## config.mk

```make
export PLATFORM = sky130hd
export DESIGN_NAME = rx_word_assembler_flat
export DESIGN_NICKNAME = d
export VERILOG_FILES = /design/src/rtl/rx_word_assembler_if.sv /design/src/rtl/rx_word_assembler.sv /design/src/flat_wrapper.sv
export SDC_FILE = /design/constraint.sdc
export NUM_CORES = 1
export LEC_CHECK = 0
export ABC_AREA = 1
export BUFFER_PORTS_ARGS = -buffer_cell sky130_fd_sc_hd__buf_2
export CORE_MARGIN = 4
export CORE_UTILIZATION = 56
export CTS_CLUSTER_DIAMETER = 150
export DETAILED_ROUTE_END_ITERATION = 6
export GPL_TIMING_DRIVEN = 1
export PLACE_DENSITY = 0.78
export SLEW_MARGIN = 20
export SYNTH_ARGS = -nofsm -noshare
export SYNTH_HDL_FRONTEND = slang
export SYNTH_SLANG_ARGS = --single-unit
```

## constraint.sdc

```tcl
create_clock -name Clk -period 2 [get_ports Clk]
set_clock_uncertainty 0.05 [all_clocks]
set_input_delay 0.2 -clock Clk [delete_from_list [all_inputs] [get_ports Clk]]
set_output_delay 0.2 -clock Clk [all_outputs]
set_load 0.005 [all_outputs]
```

## src/rtl/rx_word_assembler_if.sv

```systemverilog
// ---------------------------------------------------------------------------
// rx_word_assembler_if
//   Bundles the byte-in / word-out signals of rx_word_assembler.
//   Byte side : rx_done (1-cycle strobe), rx_data[7:0]
//   Word side : addr_8[7:0], data_32[31:0], data_vld, data_ack
//   Status    : overrun, timeout_err (1-cycle pulses), busy
//   slave  modport : the assembler itself
//   master modport : UART receiver + word consumer side
// ---------------------------------------------------------------------------
interface rx_word_assembler_if;
    logic        rx_done;
    logic [7:0]  rx_data;
    logic        data_ack;
    logic [7:0]  addr_8;
    logic [31:0] data_32;
    logic        data_vld;
    logic        overrun;
    logic        timeout_err;
    logic        busy;

    modport slave (
        input  rx_done, rx_data, data_ack,
        output addr_8, data_32, data_vld, overrun, timeout_err, busy
    );

    modport master (
        output rx_done, rx_data, data_ack,
        input  addr_8, data_32, data_vld, overrun, timeout_err, busy
    );
endinterface

```

## src/rtl/rx_word_assembler.sv

```systemverilog
// ---------------------------------------------------------------------------
// rx_word_assembler
//   Collects 5-byte frames (1 address byte + 4 data bytes) from a UART
//   receiver and presents them as one address/word pair with a valid/ack
//   handshake. A partial frame is dropped if the gap between bytes exceeds
//   TIMEOUT cycles; bytes arriving while a word is still pending are dropped
//   and flagged as overrun.
//   Ports:
//     Clk    : system clock, rising edge
//     Rst_n  : asynchronous active-low reset
//     bus    : rx_word_assembler_if.slave (rx_done, rx_data, data_ack in;
//              addr_8, data_32, data_vld, overrun, timeout_err, busy out)
//   Parameters:
//     TIMEOUT   : max idle cycles between bytes of one frame
//     MSB_FIRST : 1 -> first data byte lands in data_32[31:24],
//                 0 -> first data byte lands in data_32[7:0]
// ---------------------------------------------------------------------------
module rx_word_assembler #(
    parameter logic [15:0] TIMEOUT   = 16'd50000,
    parameter logic        MSB_FIRST = 1'b1
) (
    input  logic               Clk,
    input  logic               Rst_n,
    rx_word_assembler_if.slave bus
);

    typedef enum logic [2:0] {
        IDLE,
        D0,
        D1,
        D2,
        D3,
        HOLD
    } state_t;

    state_t      r_state;
    logic [15:0] r_cnt;
    // Staging registers: the visible addr_8/data_32 only change when a frame
    // completes, so a timed-out partial frame never disturbs them.
    logic [7:0]  r_addr_stage;
    logic [7:0]  r_b0;
    logic [7:0]  r_b1;
    logic [7:0]  r_b2;
    logic [7:0]  r_addr_8;
    logic [31:0] r_data_32;
    logic        r_data_vld;
    logic        r_overrun;
    logic        r_timeout_err;
    logic        r_busy;
    logic        w_timeout;

    assign w_timeout = (r_cnt == (TIMEOUT - 16'd1));

    always_ff @(posedge Clk or negedge Rst_n) begin
        if (!Rst_n) begin
            r_state       <= IDLE;
            r_cnt         <= '0;
            r_addr_stage  <= '0;
            r_b0          <= '0;
            r_b1          <= '0;
            r_b2          <= '0;
            r_addr_8      <= '0;
            r_data_32     <= '0;
            r_data_vld    <= 1'b0;
            r_overrun     <= 1'b0;
            r_timeout_err <= 1'b0;
            r_busy        <= 1'b0;
        end else begin
            r_overrun     <= 1'b0;
            r_timeout_err <= 1'b0;
            case (r_state)
                IDLE: begin
                    r_cnt <= '0;
                    if (bus.rx_done) begin
                        r_addr_stage <= bus.rx_data;
                        r_state      <= D0;
                        r_busy       <= 1'b1;
                    end
                end
                D0, D1, D2, D3: begin
                    // rx_done wins over an expiring counter in the same cycle
                    if (bus.rx_done) begin
                        r_cnt <= '0;
                        case (r_state)
                            D0: begin
                                r_b0    <= bus.rx_data;
                                r_state <= D1;
                            end
                            D1: begin
                                r_b1    <= bus.rx_data;
                                r_state <= D2;
                            end
                            D2: begin
                                r_b2    <= bus.rx_data;
                                r_state <= D3;
                            end
                            default: begin
                                r_addr_8   <= r_addr_stage;
                                r_data_32  <= MSB_FIRST ? {r_b0, r_b1, r_b2, bus.rx_data}
                                                        : {bus.rx_data, r_b2, r_b1, r_b0};
                                r_data_vld <= 1'b1;
                                r_state    <= HOLD;
                            end
                        endcase
                    end else if (w_timeout) begin
                        r_cnt         <= '0;
                        r_timeout_err <= 1'b1;
                        r_busy        <= 1'b0;
                        r_state       <= IDLE;
                    end else begin
                        r_cnt <= r_cnt + 16'd1;
                    end
                end
                HOLD: begin
                    r_cnt <= '0;
                    if (bus.data_ack) begin
                        r_data_vld <= 1'b0;
                        // A byte arriving with the ack starts the next frame
                        if (bus.rx_done) begin
                            r_addr_stage <= bus.rx_data;
                            r_state      <= D0;
                        end else begin
                            r_busy  <= 1'b0;
                            r_state <= IDLE;
                        end
                    end else if (bus.rx_done) begin
                        r_overrun <= 1'b1;
                    end
                end
                default: begin
                    r_cnt   <= '0;
                    r_busy  <= 1'b0;
                    r_state <= IDLE;
                end
            endcase
        end
    end

    assign bus.addr_8      = r_addr_8;
    assign bus.data_32     = r_data_32;
    assign bus.data_vld    = r_data_vld;
    assign bus.overrun     = r_overrun;
    assign bus.timeout_err = r_timeout_err;
    assign bus.busy        = r_busy;

endmodule

```

## src/flat_wrapper.sv

```systemverilog
// flat-port wrapper written by rule: the top's interface ports become plain ports
module rx_word_assembler_flat 
#(
    parameter logic [15:0] TIMEOUT   = 16'd50000,
    parameter logic        MSB_FIRST = 1'b1
)
  (Clk, Rst_n, bus_rx_done, bus_rx_data, bus_data_ack, bus_addr_8, bus_data_32, bus_data_vld, bus_overrun, bus_timeout_err, bus_busy);
  rx_word_assembler_if bus_i ();
  input  logic Clk;
  input  logic Rst_n;
  input wire logic [$bits(bus_i.rx_done)-1:0] bus_rx_done;
  input wire logic [$bits(bus_i.rx_data)-1:0] bus_rx_data;
  input wire logic [$bits(bus_i.data_ack)-1:0] bus_data_ack;
  output wire logic [$bits(bus_i.addr_8)-1:0] bus_addr_8;
  output wire logic [$bits(bus_i.data_32)-1:0] bus_data_32;
  output wire logic [$bits(bus_i.data_vld)-1:0] bus_data_vld;
  output wire logic [$bits(bus_i.overrun)-1:0] bus_overrun;
  output wire logic [$bits(bus_i.timeout_err)-1:0] bus_timeout_err;
  output wire logic [$bits(bus_i.busy)-1:0] bus_busy;
  assign bus_i.rx_done = bus_rx_done;
  assign bus_i.rx_data = bus_rx_data;
  assign bus_i.data_ack = bus_data_ack;
  assign bus_addr_8 = bus_i.addr_8;
  assign bus_data_32 = bus_i.data_32;
  assign bus_data_vld = bus_i.data_vld;
  assign bus_overrun = bus_i.overrun;
  assign bus_timeout_err = bus_i.timeout_err;
  assign bus_busy = bus_i.busy;
  rx_word_assembler #(.TIMEOUT(TIMEOUT), .MSB_FIRST(MSB_FIRST)) u_core (.Clk(Clk), .Rst_n(Rst_n), .bus(bus_i));
endmodule
```

==> flow_summary_export.csv, run 1 <==
group,metric,value,unit
timing,period_needed,1767,ps
logic_synthesis,synth.top_cell.area_share,60.43,%
floorplanning,overall_die_area,8429,um2
floorplanning,number_of_ports_placed_on_the_die_boundary,56,
detailed_routing,detail_route.wl_per_cell,14.67,um
grt,antenna_found_initial,0,
cells_and_area,layout-drive-gt1-share,25.66,%
placement,dpl-instance-area,4309,um2
logic_synthesis,synth.yosys.seq_area_share,60.43,%
timing,rsz0062_at_grt,"no",
pwr,powerDensity,1320,nW/um2
timing,worst_margin_slew,624.9,ps
detailed_routing,post_drt_via_cell_ratio,5.172,
clock_network,cts-buffers-inserted,9,
timing,final-max-slew-violation-count,0,
cells_and_area,finalNetCount,460,
worst_setup_path,launch_point_of_the_worst_reg_to_reg_path,"u_core.r_cnt[0]",
placement,dpl.hpwl,5599,um
clock_network,tritoncts,"done",
logic_synthesis,synthesis.area,3934,um2
logic_synthesis,synthesis.nets,399,
cells_and_area,synthToLayoutAreaGrowth,14.79,%
min_path,min-delay-start,"bus_data_ack",
worst_setup_path,setup.worst_path.start_class,"register",
clock_network,cts_root_buf,"sky130_fd_sc_hd__clkbuf_8",
grt,grt_overflow_total,0,
cells_and_area,nFillCells,530,
worst_setup_path,critical_path.max_fanout,12,
timing,fin_ws,233.0,ps
timing,hold_violations,0,
placement,place.port_buffers,55,
clock_network,clockBufferDepth,2,
detailed_routing,initialDrtViolationCount,175,
floorplanning,coreArea,6794,um2
cells_and_area,antennaDiodeCount,0,
timing,worst_slew_margin_rel,58.10,%
detailed_routing,via_count,2834,
grt,grt_pass1_vias,2999,
min_path,hold_class,"primary input to register",
logic_synthesis,syn-instance-count,386,
grt,wire_length_of_the_first_global_routing_pass,13990,um
timing,final.period_utilization,88.35,%
clock_network,cts.sinks,95,
floorplanning,num_rows,30,
clock_network,cts-htree-levels,3,
worst_setup_path,timing.setup.critical_path_class,"register to register",
pwr,total_power,5.959,mW
pwr,total_leakage_power,2.322,nW
detailed_routing,detail-route-antenna-nets,0,
clock_network,postCtsSetupRepairBufs,0,
cells_and_area,post-route-cell-area,4516,um2
pwr,max-vdd-ir-drop,843.9,uV
timing,setup-violations-final,0,
worst_setup_path,crit_path_end_kind,"register",
logic_synthesis,synth_top_cells_by_area,"sky130_fd_sc_hd__dfrtp_1, sky130_fd_sc_hd__mux2_2, sky130_fd_sc_hd__nand2_1",
detailed_routing,route.detailed.drc,0,
grt,global_route.usage.total,21.01,%
floorplanning,fp.dieW,91.81,um
status,run_status,"completed",
detailed_routing,route.final.wire_length,8038,um
timing,fin_tns_setup,0,ps
floorplanning,die_height,91.81,um
placement,dp_slack,265.9,ps
worst_setup_path,critical_path_required,2260,ps
logic_synthesis,ys_types,27,
logic_synthesis,synth.avg_cell_area,10.19,um2
clock_network,cts.reportedPaths.clkPinSlew,90,ps
worst_setup_path,worstSetupStartpoint,"u_core.r_cnt[0]",
detailed_routing,detail_route.first_pass.iterations,4,
clock_network,worstSkewPairLatency,360,ps
logic_synthesis,postSynthRegisterBits,95,
job,timing.max_cap.violations,0,
logic_synthesis,yosys.area.top_type,"sky130_fd_sc_hd__dfrtp_1",
placement,finalWeightedCongestion,0.8732,
logic_synthesis,yosysWarnings,0,
timing,max_freq,565.9,MHz
grt,grt_max_degree,42,
worst_setup_path,critPathArrivalTime,2020,ps
floorplanning,initial_utilization,57.90,%
[state kept, by name, summed over array words and instances (netlist names)]
| name | flops |
|---|---|
| u_core.bus.addr_8 | 8 |
| u_core.r_b2 | 8 |
| u_core.r_state | 3 |
| u_core.r_b0 | 8 |
| u_core.bus.busy | 1 |
| u_core.bus.overrun | 1 |
| u_core.bus.data_vld | 1 |
| u_core.bus.data_32 | 32 |
| u_core.bus.timeout_err | 1 |
| u_core.r_b1 | 8 |
| u_core.r_addr_stage | 8 |
| u_core.r_cnt | 16 |
[path summary, 6_finish.rpt]
kind / end / slack, ps / cells past startpoint
worst max register to register: u_core.r_state[1] / 230 / 10
worst min register to register: u_core.r_cnt[0] / 420 / 1
min in group asynchronous: u_core.bus.timeout_err / 290 / 2
worst min-delay path: u_core.bus.data_vld / 30 / 2
max in group asynchronous: u_core.r_b1[6] / 1070 / 3
worst max-delay path: u_core.r_state[1] / 230 / 10
[worst max-delay path, cell delays in order (launching register included)]
cell and delay [ps]:
sky130_fd_sc_hd__dfrtp_1 410, sky130_fd_sc_hd__ha_1 220, sky130_fd_sc_hd__nand2_1 120, sky130_fd_sc_hd__inv_1 60, sky130_fd_sc_hd__nand2_1 140, sky130_fd_sc_hd__nor2_1 70
sky130_fd_sc_hd__nand2_1 100, sky130_fd_sc_hd__nand3_2 230, sky130_fd_sc_hd__nand2_1 180, sky130_fd_sc_hd__nand2_1 70, sky130_fd_sc_hd__nand2_1 70
[cells in the mapped netlist]
| cell | number |
|---|---|
| sky130_fd_sc_hd__a22oi_1 | 1 |
| sky130_fd_sc_hd__dfrtp_1 | 95 |
| sky130_fd_sc_hd__nand3_1 | 17 |
| sky130_fd_sc_hd__buf_4 | 1 |
| sky130_fd_sc_hd__o21ai_1 | 6 |
| sky130_fd_sc_hd__ha_1 | 1 |
| sky130_fd_sc_hd__nor2_1 | 43 |
| sky130_fd_sc_hd__nand2_1 | 86 |
| sky130_fd_sc_hd__nor2_2 | 2 |
| sky130_fd_sc_hd__xnor2_1 | 1 |
| sky130_fd_sc_hd__nand4_1 | 4 |
| sky130_fd_sc_hd__inv_1 | 29 |
| sky130_fd_sc_hd__nand3_2 | 2 |
| sky130_fd_sc_hd__a21oi_1 | 3 |
| sky130_fd_sc_hd__nor3_2 | 2 |
| sky130_fd_sc_hd__inv_2 | 1 |
| sky130_fd_sc_hd__xor2_1 | 3 |
| sky130_fd_sc_hd__mux2_1 | 1 |
| sky130_fd_sc_hd__mux2_2 | 31 |
| sky130_fd_sc_hd__a21boi_2 | 1 |
| sky130_fd_sc_hd__clkbuf_1 | 4 |
| sky130_fd_sc_hd__o31ai_1 | 1 |
| sky130_fd_sc_hd__buf_6 | 6 |
| sky130_fd_sc_hd__o21ai_0 | 37 |
| sky130_fd_sc_hd__o21bai_1 | 1 |
| sky130_fd_sc_hd__buf_2 | 2 |
| sky130_fd_sc_hd__nor3_1 | 5 |
[what timing repair did]
action | CTS | global route
hold buffers | 1 | 0
hold endpoints to repair | 35 | 0
gates resized for setup | 0 | 0
[layout make-up]
class                   count  area [um2]  area share (%)
clock inverters             6       68.82           1.524
inverters                  30       112.6           2.494
multi-input cells         248        1344           29.76
clock buffers              10       127.6           2.826
flip-flops and latches     95        2377           52.65
repair buffers             63       365.4           8.091
well taps                  96       120.1           2.660
[per-layer routing]
metal	GRT usage, %	wire length, um	vias to the layer above
met5	0	0	-
met4	9.406	160	0
met3	5.332	429	15
met2	35.79	4076	65
met1	25.15	3371	1384
li1	-	-	1370
[cell usage in the layout (no fill, tap or decap), types with 2 or more instances in the layout]
cell	count
sky130_fd_sc_hd__nor3_2	2
sky130_fd_sc_hd__buf_4	6
sky130_fd_sc_hd__a21oi_1	3
sky130_fd_sc_hd__o21ai_0	37
sky130_fd_sc_hd__mux2_2	31
sky130_fd_sc_hd__nor3_1	5
sky130_fd_sc_hd__nand4_1	4
sky130_fd_sc_hd__clkinv_4	2
sky130_fd_sc_hd__dfrtp_1	95
sky130_fd_sc_hd__clkbuf_8	9
sky130_fd_sc_hd__xor2_1	3
sky130_fd_sc_hd__nor2_1	43
sky130_fd_sc_hd__nand3_1	17
sky130_fd_sc_hd__o21ai_1	6
sky130_fd_sc_hd__nor2_2	2
sky130_fd_sc_hd__inv_1	29
sky130_fd_sc_hd__nand2_1	86
sky130_fd_sc_hd__nand3_2	2
sky130_fd_sc_hd__buf_12	2
sky130_fd_sc_hd__buf_2	54
[where the power goes]
| group | internal, mW | switching (mW) |
|---|---|---|
| Sequential | 2.62 | 0.426 |
| Combinational | 0.784 | 0.858 |
| Clock | 0.586 | 0.684 |
| Total | 3.99 | 1.97 |
[metrics by stage]
step	hold WS (ps)	util, %	cells
floorplan	-145.6	-	386
global placement	151.4	63.43	531
detailed placement	156.4	63.43	531
CTS	18.63	66.46	548
global route	38.60	66.46	548
finish	28.42	66.46	548
[cells by family (layout without fill, tap and decap cells)]
family          Yosys count  in the layout  synth area share [%]
simple gates            161            161                 17.08
flops                    95             95                 60.43
compound gates           50             50                 6.711
buf+inv                  43            109                 5.407
mux                      32             32                 9.160
xor+xnor                  4              4                0.8907
fa+ha+maj                 1              1                0.3180
Note: power is estimated with default switching activity, not from simulation.
==> run 2: changes to the inputs <==
- ABC_AREA: 1 -> not set
==> run 2 against run 1 <==
Flip-flop and latch count unchanged; area after synthesis decreased by 0.64%; clock-buffer cell count unchanged; register-to-register slack got worse by 70 ps; cell count is 18% lower; total power grew 7.5%; first-iteration DRC count decreased by 51%; critical endpoint is now u_core.r_b2[2]; largest cell class unchanged.
==> flow_summary_export.csv, run 2 <==
group,metric,value,unit
worst_setup_path,slowest_stage,"sky130_fd_sc_hd__dfrtp_1",
timing,worst_slew_margin_rel,72.68,%
worst_setup_path,crit_path_depth,3,
floorplanning,fp.dieW,91.55,um
logic_synthesis,synth.yosys.seq_area_share,60.82,%
worst_setup_path,cp.buffers_inverters,0,
floorplanning,die_height,91.55,um
placement,dpl.hpwl,4988,um
grt,grt_pass1_vias,2557,
worst_setup_path,setup.worst_path.start_class,"register",
logic_synthesis,syn-instance-count,280,
detailed_routing,detail-route-antenna-nets,0,
clock_network,clockBufferDepth,2,
logic_synthesis,post-synth-top-count-cell,"sky130_fd_sc_hd__dfrtp_1",
worst_setup_path,crit_path_cell_trace,"nand2_1, or3_1, mux2_1",
logic_synthesis,synth.avg_cell_area,13.96,um2
worst_setup_path,critical_path_required,2200,ps
timing,fin_ws,167.6,ps
grt,antenna_found_initial,0,
cells_and_area,antennaDiodeCount,0,
pwr,internal-power,4.480,mW
timing,fin_tns_setup,0,ps
worst_setup_path,max_stage_delay,580,ps
cells_and_area,synthToLayoutAreaGrowth,16.20,%
timing,period_needed,1832,ps
pwr,power.sequential.fraction,49.1,%
floorplanning,num_rows,30,
floorplanning,number_of_ports_placed_on_the_die_boundary,56,
grt,wire_length_of_the_first_global_routing_pass,12250,um
min_path,hold_class,"primary input to register",
logic_synthesis,synthesis.nets,293,
pwr,net_switching_power,1.926,mW
clock_network,postCtsSetupRepairBufs,0,
placement,place.port_buffers,55,
timing,max_freq,545.7,MHz
logic_synthesis,synth_top_cells_by_area,"sky130_fd_sc_hd__dfrtp_1, sky130_fd_sc_hd__mux2_2, sky130_fd_sc_hd__xnor2_1",
logic_synthesis,postSynthRegisterBits,95,
pwr,total_leakage_power,2.059,nW
worst_setup_path,regToRegEndpoint,"u_core.r_b2[2]",
logic_synthesis,synthesis.area,3909,um2
logic_synthesis,yosys.area.top_type,"sky130_fd_sc_hd__dfrtp_1",
detailed_routing,detail_route.first_pass.iterations,4,
logic_synthesis,ys_types,35,
grt,grt_max_degree,51,
cells_and_area,largest_register_ffs,32,
timing,final.period_utilization,91.62,%
worst_setup_path,ff2ff_setup_slack,170,ps
floorplanning,overall_die_area,8380,um2
floorplanning,coreArea,6794,um2
cells_and_area,finalCoreUtilization,66.85,%
placement,dp_slack,174.3,ps
worst_setup_path,critPathArrivalTime,2030,ps
worst_setup_path,crit_path_end_kind,"register",
logic_synthesis,synth_top_flop_cell,"sky130_fd_sc_hd__dfrtp_1",
worst_setup_path,worstSetupStartpoint,"u_core.r_state[0]",
detailed_routing,via_count,2357,
timing,rsz0062_at_grt,"no",
clock_network,cts.reportedPaths.clkPinSlew,100,ps
clock_network,cts-buffers-inserted,9,
status,run_status,"completed",
grt,global_route.usage.total,18.60,%
worst_setup_path,cp_endpoint,"u_core.r_b2[2]",
pwr,powerDensity,1410,nW/um2
timing,hold_violations,0,
clock_network,tritoncts,"done",
clock_network,cts_root_buf,"sky130_fd_sc_hd__clkbuf_8",
timing,setup-violations-final,0,
worst_setup_path,path_delay_family,"simple AND/OR/NAND/NOR gates",
timing,final-max-slew-violation-count,0,
detailed_routing,post_drt_via_cell_ratio,5.249,
cells_and_area,nFillCells,498,
worst_setup_path,ff2ff_path_depth,3,
placement,finalWeightedCongestion,0.8228,
cells_and_area,final_common_cell,"sky130_fd_sc_hd__dfrtp_1",
detailed_routing,route.detailed.drc,0,
worst_setup_path,timing.setup.critical_path_class,"register to register",
grt,grt_overflow_total,0,
clock_network,cts.sinks,95,
pwr,max-vdd-ir-drop,734.5,uV
pwr,power.share.switching,30.06,%
logic_synthesis,synth.top_cells.by_count,"sky130_fd_sc_hd__dfrtp_1, sky130_fd_sc_hd__mux2_2, sky130_fd_sc_hd__nor2_1",
pwr,p_clk_share,20.2,%
cells_and_area,mostFrequentLayoutCells,"sky130_fd_sc_hd__dfrtp_1, sky130_fd_sc_hd__mux2_2, sky130_fd_sc_hd__buf_2, sky130_fd_sc_hd__nor2_1, sky130_fd_sc_hd__xnor2_1",
cells_and_area,finalNetCount,361,
clock_network,worstSkewPairLatency,360,ps
clock_network,cts-htree-levels,3,
timing,worst_margin_slew,409.7,ps
logic_synthesis,async_reset_ff_share,100.0,%
detailed_routing,initialDrtViolationCount,86,
cells_and_area,layout-drive-gt1-share,45.04,%
pwr,pwr-share-comb,30.7,%
logic_synthesis,synth_enable_flop_cells,0,
worst_setup_path,critical_path.max_fanout,10,
logic_synthesis,synth.top_cell.area_share,60.82,%
detailed_routing,route.final.wire_length,7155,um
detailed_routing,detail_route.wl_per_cell,15.94,um
floorplanning,initial_utilization,57.53,%
worst_setup_path,launch_point_of_the_worst_reg_to_reg_path,"u_core.r_state[0]",
job,timing.max_cap.violations,0,
pwr,total_power,6.406,mW
logic_synthesis,yosysWarnings,0,
## run 2: cell types whose count changed after synthesis, moves of 4 or more
cell                       before  now
sky130_fd_sc_hd__nand2_1       86    5
sky130_fd_sc_hd__nor4_1         0    4
sky130_fd_sc_hd__nand3_1       17    8
sky130_fd_sc_hd__inv_1         29    6
sky130_fd_sc_hd__nor2_1        43   22
sky130_fd_sc_hd__xnor2_1        1   12
sky130_fd_sc_hd__mux2_2        31   69
sky130_fd_sc_hd__clkbuf_1       4    0
sky130_fd_sc_hd__o21ai_1        6    0
sky130_fd_sc_hd__o21ai_0       37    5
## run 2: area by class of cell
| cell class | instances | area [um2] | share of cell area (%) |
|---|---|---|---|
| multi-input cells | 167 | 1405 | 30.94 |
| flip-flops and latches | 95 | 2377 | 52.34 |
| clock buffers | 10 | 137.6 | 3.030 |
| well taps | 96 | 120.1 | 2.645 |
| clock inverters | 6 | 66.31 | 1.460 |
| repair buffers | 69 | 412.9 | 9.091 |
| inverters | 6 | 22.52 | 0.4959 |
## run 2: repair_timing
item / in CTS / in global routing
hold buffers: 1 / 1
hold endpoints to repair: 25 / 1
resized for setup: 0 / 0
## run 2: kinds of logic after synthesis
logic type,Yosys count,synth area share [%]
fa+ha+maj,1,0.3201
simple gates,66,9.668
compound gates,13,1.825
xor+xnor,15,3.361
flops,95,60.82
mux,72,20.74
buf+inv,18,3.265
## run 2: worst min-delay path by stage
stage	startpoint	to	slack [ps]	cells past startpoint
after floorplan	Rst_n	u_core.bus.addr_8[0]	-150	0
after global placement	Rst_n	u_core.r_cnt[12]	80	1
after detailed placement	Rst_n	u_core.r_cnt[12]	90	1
after CTS	bus_data_ack	u_core.bus.overrun	3	2
after global routing	bus_rx_data[3]	u_core.r_b1[3]	70	2
final	bus_rx_data[3]	u_core.r_b1[3]	80	2
## run 2: layer usage
metal	up-vias	share of wire [%]	global-route usage, %
met5	-	0	0
met4	0	1.7	7.663
met3	12	4.6	5.634
met2	42	48	28.97
met1	1189	45	24.24
li1	1114	-	-
## run 2: worst reg2reg max path, stage by stage (launching register included)
cell                      delay [ps]
sky130_fd_sc_hd__dfrtp_1         580
sky130_fd_sc_hd__nand2_1         180
sky130_fd_sc_hd__or3_1           530
sky130_fd_sc_hd__mux2_1          380
## run 2: power groups by stage
stage / Clock, mW / Sequential, mW / Combinational (mW)
detailed placement: 0 / 3.18 / 2.01
CTS: 1.33 / 3.15 / 2.02
finish: 1.29 / 3.14 / 1.97
global placement: 0 / 3.14 / 1.92
floorplan: 0 / 3.08 / 1.34
global route: 1.42 / 3.25 / 2.19
## run 2: stage by stage
stage	hold slack (ps)	area (um2)	std cells
after floorplan	-145.6	3909	280
after global placement	81.33	4318	431
after detailed placement	90.25	4318	431
after CTS	3.077	4532	448
after global routing	67.65	4542	449
final	79.52	4542	449
